$ cat config.mk
export PLATFORM = sky130hd
export DESIGN_NAME = tm1638_display_ctrl
export DESIGN_NICKNAME = d
export VERILOG_FILES = /design/src/rtl/led7_types.sv /design/src/rtl/tm1638_types.sv /design/src/rtl/tm1638_byte_tx.sv /design/src/rtl/tm1638_display_ctrl.sv
export SDC_FILE = /design/constraint.sdc
export NUM_CORES = 1
export LEC_CHECK = 0
export CORE_UTILIZATION = 30
export DETAILED_ROUTE_END_ITERATION = 10
export GPL_ROUTABILITY_DRIVEN = 0
export SLEW_MARGIN = 20
export SYNTH_ARGS = -nofsm -noshare
export SYNTH_HDL_FRONTEND = slang
export SYNTH_HIERARCHICAL = 1
export SYNTH_SLANG_ARGS = --single-unit
$ cat constraint.sdc
create_clock -name clk -period 3.5 [get_ports clk]
set_input_delay 0.525 -clock clk [delete_from_list [all_inputs] [get_ports clk]]
set_output_delay 0.525 -clock clk [all_outputs]
set_load 0.05 [all_outputs]
$ cat src/rtl/led7_types.sv
// Seven-segment digit encoding shared by display drivers.
// Segment order is {dp, g, f, e, d, c, b, a}. The decimal point (bit 7) is always off here.
package led7_types;

  function automatic logic [7:0] bin2led7(input logic [3:0] value);
    logic [7:0] seg;
    unique case (value)
      4'h0: seg = 8'h3f;
      4'h1: seg = 8'h06;
      4'h2: seg = 8'h5b;
      4'h3: seg = 8'h4f;
      4'h4: seg = 8'h66;
      4'h5: seg = 8'h6d;
      4'h6: seg = 8'h7d;
      4'h7: seg = 8'h07;
      4'h8: seg = 8'h7f;
      4'h9: seg = 8'h6f;
      4'ha: seg = 8'h77;
      4'hb: seg = 8'h7c;
      4'hc: seg = 8'h39;
      4'hd: seg = 8'h5e;
      4'he: seg = 8'h79;
      default: seg = 8'h71;
    endcase
    return seg;
  endfunction

endpackage

$ cat src/rtl/tm1638_types.sv
// Shared TM1638 command bytes, controller state codes and the frame byte builder.
package tm1638_types;
  import led7_types::*;

  localparam logic [7:0] CMD_DATA_AUTO = 8'h40;  // write data, auto-increment address
  localparam logic [7:0] CMD_ADDR_0    = 8'hc0;  // set address 0
  localparam logic [7:0] CMD_DISPLAY   = 8'h80;  // display control

  typedef logic [2:0] state_t;
  localparam state_t ST_IDLE   = 3'd0;
  localparam state_t ST_SETUP  = 3'd1;
  localparam state_t ST_SEND   = 3'd2;
  localparam state_t ST_GAP    = 3'd3;
  localparam state_t ST_FINISH = 3'd4;

  // Index of the last byte in the address+data group (address byte plus 16 data bytes).
  localparam logic [4:0] GRP2_LAST_IDX = 5'd16;

  typedef struct packed {
    logic [31:0] hex;
    logic [7:0]  dots;
    logic [7:0]  leds;
    logic [2:0]  bright;
    logic        disp_on;
  } frame_t;

  // Byte idx of group grp. In group 1, odd idx carries a digit and even idx (>0) an LED.
  function automatic logic [7:0] frame_byte(input logic [1:0] grp, input logic [4:0] idx,
                                            input frame_t f);
    logic [7:0] b;
    logic [2:0] p;
    logic [3:0] nib;
    logic [7:0] seg;
    p   = 3'((idx - 5'd1) >> 1);
    nib = f.hex[{~p, 2'b00} +: 4];
    seg = bin2led7(nib);
    unique case (grp)
      2'd0: b = CMD_DATA_AUTO;
      2'd1: begin
        if (idx == 5'd0) begin
          b = CMD_ADDR_0;
        end else if (idx[0]) begin
          b = {f.dots[~p], seg[6:0]};
        end else begin
          b = {7'b0, f.leds[~p]};
        end
      end
      default: b = CMD_DISPLAY | {4'b0, f.disp_on, f.bright};
    endcase
    return b;
  endfunction

endpackage

$ cat src/rtl/tm1638_byte_tx.sv
// LSB-first byte shifter for the TM1638 clock/data pair; 16*CLK_DIV cycles per byte.
module tm1638_byte_tx #(
  parameter int unsigned CLK_DIV = 4
) (
  input  logic       clk,
  input  logic       rst,
  input  logic       valid,
  input  logic [7:0] data,
  output logic       ready,
  output logic       tm_clk,
  output logic       tm_dio
);
  localparam logic [7:0] DIV_LAST = 8'(CLK_DIV - 1);

  logic       active_q;
  logic [6:0] shift_q;
  logic [2:0] bit_q;
  logic [7:0] div_q;
  logic       tm_clk_q;
  logic       tm_dio_q;
  logic       last_cycle;

  // Ready also in the final high cycle so the next byte follows with no idle cycle.
  assign last_cycle = active_q && tm_clk_q && (div_q == DIV_LAST) && (bit_q == 3'd7);
  assign ready      = !active_q || last_cycle;
  assign tm_clk     = tm_clk_q;
  assign tm_dio     = tm_dio_q;

  always_ff @(posedge clk or posedge rst) begin
    if (rst) begin
      active_q <= 1'b0;
      shift_q  <= '0;
      bit_q    <= '0;
      div_q    <= '0;
      tm_clk_q <= 1'b1;
      tm_dio_q <= 1'b0;
    end else if (valid && ready) begin
      active_q <= 1'b1;
      shift_q  <= data[7:1];
      tm_dio_q <= data[0];
      tm_clk_q <= 1'b0;
      div_q    <= '0;
      bit_q    <= '0;
    end else if (active_q) begin
      if (div_q != DIV_LAST) begin
        div_q <= div_q + 8'd1;
      end else begin
        div_q <= '0;
        if (!tm_clk_q) begin
          tm_clk_q <= 1'b1;
        end else if (bit_q == 3'd7) begin
          active_q <= 1'b0;
          tm_dio_q <= 1'b0;
        end else begin
          tm_clk_q <= 1'b0;
          bit_q    <= bit_q + 3'd1;
          tm_dio_q <= shift_q[0];
          shift_q  <= {1'b0, shift_q[6:1]};
        end
      end
    end
  end

endmodule

$ cat src/rtl/tm1638_display_ctrl.sv
// TM1638 frame sequencer: snapshots the display inputs and sends the three strobe groups.
module tm1638_display_ctrl
  import tm1638_types::*;
#(
  parameter int unsigned CLK_DIV = 4
) (
  input  logic        clk,
  input  logic        rst,
  input  logic        update,
  input  logic [31:0] hex_value,
  input  logic [7:0]  dots,
  input  logic [7:0]  leds,
  input  logic [2:0]  brightness,
  input  logic        display_on,
  output logic        busy,
  output logic        done,
  output logic        tm_stb,
  output logic        tm_clk,
  output logic        tm_dio
);
  localparam logic [8:0] SETUP_LAST = 9'(CLK_DIV - 1);
  localparam logic [8:0] GAP_LAST   = 9'(2 * CLK_DIV - 1);

  state_t     st_q, st_d;
  logic [8:0] cnt_q, cnt_d;
  logic [1:0] grp_q, grp_d;
  logic [4:0] idx_q, idx_d;
  logic       pend_q, pend_d;
  frame_t     frame_q;
  logic       snap_en;
  logic       in_frame;
  logic       tx_valid;
  logic       tx_ready;
  logic [4:0] tx_idx;
  logic [7:0] tx_data;
  logic [4:0] last_idx;

  assign last_idx = (grp_q == 2'd1) ? GRP2_LAST_IDX : 5'd0;
  assign in_frame = (st_q == ST_SETUP) || (st_q == ST_SEND) || (st_q == ST_GAP);
  assign tx_data  = frame_byte(grp_q, tx_idx, frame_q);

  always_comb begin
    st_d     = st_q;
    cnt_d    = cnt_q;
    grp_d    = grp_q;
    idx_d    = idx_q;
    pend_d   = pend_q;
    snap_en  = 1'b0;
    tx_valid = 1'b0;
    tx_idx   = idx_q + 5'd1;
    unique case (st_q)
      ST_IDLE: begin
        if (update) begin
          snap_en = 1'b1;
          st_d    = ST_SETUP;
          cnt_d   = '0;
          grp_d   = '0;
        end
      end
      ST_SETUP: begin
        tx_idx = 5'd0;
        if (cnt_q == SETUP_LAST) begin
          tx_valid = 1'b1;
          idx_d    = 5'd0;
          cnt_d    = '0;
          st_d     = ST_SEND;
        end else begin
          cnt_d = cnt_q + 9'd1;
        end
      end
      ST_SEND: begin
        // tx_ready here marks the last cycle of the byte in flight.
        if (tx_ready) begin
          if (idx_q != last_idx) begin
            tx_valid = 1'b1;
            idx_d    = idx_q + 5'd1;
          end else begin
            cnt_d = '0;
            st_d  = ST_GAP;
          end
        end
      end
      ST_GAP: begin
        if (cnt_q == GAP_LAST) begin
          cnt_d = '0;
          if (grp_q == 2'd2) begin
            st_d = ST_FINISH;
          end else begin
            grp_d = grp_q + 2'd1;
            st_d  = ST_SETUP;
          end
        end else begin
          cnt_d = cnt_q + 9'd1;
        end
      end
      ST_FINISH: begin
        // busy is already low here unless pending, so a fresh update is honoured too.
        pend_d = 1'b0;
        if (pend_q || update) begin
          snap_en = 1'b1;
          st_d    = ST_SETUP;
          cnt_d   = '0;
          grp_d   = '0;
        end else begin
          st_d = ST_IDLE;
        end
      end
      default: st_d = ST_IDLE;
    endcase
    if (update && in_frame) begin
      pend_d = 1'b1;
    end
  end

  always_ff @(posedge clk or posedge rst) begin
    if (rst) begin
      st_q    <= ST_IDLE;
      cnt_q   <= '0;
      grp_q   <= '0;
      idx_q   <= '0;
      pend_q  <= 1'b0;
      frame_q <= '0;
    end else begin
      st_q   <= st_d;
      cnt_q  <= cnt_d;
      grp_q  <= grp_d;
      idx_q  <= idx_d;
      pend_q <= pend_d;
      if (snap_en) begin
        frame_q <= '{hex: hex_value, dots: dots, leds: leds, bright: brightness,
                     disp_on: display_on};
      end
    end
  end

  assign busy   = (st_q != ST_IDLE) && !((st_q == ST_FINISH) && !pend_q);
  assign done   = (st_q == ST_FINISH);
  assign tm_stb = !((st_q == ST_SETUP) || (st_q == ST_SEND));

  tm1638_byte_tx #(
    .CLK_DIV(CLK_DIV)
  ) u_byte_tx (
    .clk   (clk),
    .rst   (rst),
    .valid (tx_valid),
    .data  (tx_data),
    .ready (tx_ready),
    .tm_clk(tm_clk),
    .tm_dio(tm_dio)
  );

endmodule

==> reports/results.ini <==
[placement]
post-dp-hpwl_um=9489
portBuffers=59
post-place-ws_ns=-0.009629
dpl-instance-area_mm2=0.006471

[synthesis]
synth_area_mm2=0.005534
yosys_warnings=6
synth_edf_count=0
synth-compound-area-share_pct=15.92
yosysSeqAreaShare_pct=42.08
syn_inst=557
syn_area_per_cell_um2=9.935
synth_fa_ha_area_share_pct=2.713
synth_nets=624
synth_flop_cell=dfrtp_1
yosysUniqueCellTypes=76
synth-xor-area-share_pct=2.351
synthSimpleGateAreaFrac_pct=17.50
synth_top_family_by_area=simple AND/OR/NAND/NOR gates
synth_mux_area_share_pct=14.85
ys_ff_latch=93
synthArstFlopShare_pct=100.0

[outcome]
outcome=finished clean

[finish]
fin_area_mm2=0.006949
final_common_cell=dfrtp_1
drive_gt1_share_pct=22.97
n_antenna_cell=0
fin_util_pct=38.55
final_net_count=702
most-common-layout-cells=dfrtp_1 (91), nand2_1 (61), clkdlybuf4s50_1 (59)
area_delta_synth_final_pct=25.57

[clocking]
cts.htree.levels=3
numClockSinks=93
clockBufferDepth=2
cts-buffers-inserted=9
cts_root_buffer=clkbuf_16
tritoncts=yes
clkLatencyLatePin_ns=0.34
clk_pin_slew_ns=0.07

[grt]
grt_pass1_vias=4433
overflow=0
grt_max_degree=56
grt_usage_pct=14.27
antenna_found_initial=0
grt_pass1_wl_um=21380

[worst_setup_path]
cp_cell_sequence=inv_1, ha_4, nor2_2, a31oi_4, a21oi_4, mux2_4, o21ai_0, a32o_2, inv_2, ha_1, a221o_1, o211ai_2, o311ai_1, nor3b_1, a21oi_1, o31ai_1, a2bb2oi_1
arrival_ns=3.58
worstPathMaxFanout=8
end_kind=flip-flop
timing.critical_path.buf_inv=2
cp_top_family=compound AO/OA/AOI/OAI gates
slowest_delay_ns=0.41
start_kind=flip-flop
cp.required_ns=3.72
crit_slowest_cell=dfrtp_1
crit_type=flip-flop to flip-flop

[sta]
min_period_ns=3.363
finalMaxSlewViolations=0
finalSetupViolations=0
setup_ws_ns=0.1369
worst_pin_slew_ns=0.8196
slew_headroom_pct=45.30
hold_violations=0
period_share_pct=96.09
fmax_mhz=297.3
skew_ns=0.007368

[min_path]
hp-class=flip-flop to flip-flop

[power]
p_leak_nw=3.018
ir_drop_uv=240.5
powerDensity_mw_per_mm2=353.6
p_total_mw=2.457

[detailed_routing]
wl_per_cell_um=15.01
num_vias=4466
drt-initial-drc-count=353
routed_wl_um=13040
ant_nets=0
drc=0
vias_per_cell=5.139
drt-pass1-iter-count=5

[die]
ios=60
initial_core_util_pct=30.70
fp.dieW_um=137.8
fp.dieH_um=137.8
design.core.area_mm2=0.01802
die-area_mm2=0.01899
row_count=49

[job]
max_cap_viol_count=0

[power breakdown]
part	switching, mW	internal [mW]	total [mW]
registers	0.0192	1.11	1.12
clock network	0.438	0.709	1.15
logic	0.0761	0.109	0.185
[worst register-to-register path, cell delays in order (launching register included)]
cell and delay (ns):
dfrtp_1 0.41, inv_1 0.11, ha_4 0.24, nor2_2 0.17, a31oi_4 0.12, a21oi_4 0.24
mux2_4 0.39, o21ai_0 0.10, a32o_2 0.25, inv_2 0.06, ha_1 0.20, a221o_1 0.29
o211ai_2 0.08, o311ai_1 0.14, nor3b_1 0.21, a21oi_1 0.06, o31ai_1 0.09, a2bb2oi_1 0.10
[cell families (layout without fill, tap and decap cells)]
family,after synthesis,count (layout)
AO/OA/AOI/OAI,122,122
XOR/XNOR,14,14
adder cells (fa/ha/maj),12,12
buffers and inverters,52,135
flip-flops,93,93
multiplexers,72,72
AND/OR/NAND/NOR,192,192
[state kept, by name, summed over array words and instances, names as in the netlist]
register	cells
frame_q	52
u_byte_tx/div_q	8
idx_q	5
u_byte_tx/shift_q	7
u_byte_tx/active_q	1
u_byte_tx/tm_dio	1
st_q	3
cnt_q	9
pend_q	1
grp_q	2
u_byte_tx/bit_q	3
u_byte_tx/tm_clk	1
[per-stage QoR]
stage               std cells  hold WS (ns)  setup TNS (ns)
global route              869        0.5110        -0.07362
finish                    869        0.4956               0
CTS                       865        0.4888               0
floorplan                 557        0.4456               0
detailed placement        845        0.4776       -0.009629
global placement          845        0.4698               0
[metal layers]
metal | GRT usage [%] | vias up | part of all wire, %
met1 | 18.65 | 2182 | 47
met5 | 0 | - | 0
met2 | 23.79 | 103 | 48
met4 | 4.710 | 0 | 1.3
li1 | - | 2168 | -
met3 | 2.428 | 13 | 3.4
[cell type report]
cell class,instances,area [µm²]
inverters,25,93.84
fillers,1782,11080
clock buffers,9,225.2
clock inverters,7,127.6
repair buffers,94,865.8
well taps,229,286.5
multi-input cells,412,3020
flip-flops and latches,93,2330
[synthesized netlist by cell type, drive strengths merged (8+ instances only)]
cell type | number | area [µm²]
dfrtp | 92 | 2302
nand2 | 62 | 232.7
mux2 | 55 | 626.9
nor2 | 46 | 182.7
o21ai | 36 | 191.4
inv | 25 | 93.84
nand3 | 23 | 127.6
a21oi | 22 | 125.1
buf | 17 | 122.6
mux2i | 16 | 172.7
nor3 | 13 | 75.07
ha | 12 | 150.1
o31ai | 11 | 82.58
clkbuf | 10 | 37.54
xnor2 | 9 | 78.83
o211ai | 8 | 75.08
[final timing paths]
check                      startpoint              endpoint  slack (ns)  cells after the start
hold reg to reg              cnt_q[8]              cnt_q[8]        0.50                      1
hold / removal               cnt_q[8]              cnt_q[8]        0.50                      1
setup reg to reg             idx_q[1]  u_byte_tx/shift_q[2]        0.14                     17
max in group asynchronous         rst           frame_q[32]        2.11                      3
min in group asynchronous         rst              cnt_q[7]        0.63                      2
setup / recovery             idx_q[1]  u_byte_tx/shift_q[2]        0.14                     17
[what timing repair did]
item / CTS / global route
pin swaps: 1 / 3
endpoints found under the hold margin: 0 / 0
gates resized for setup: 0 / 15
setup buffers: 4 / 4
endpoints found under the setup margin: 1 / 7
hold buffers: 0 / 0
(Power assumes the default switching activity.)
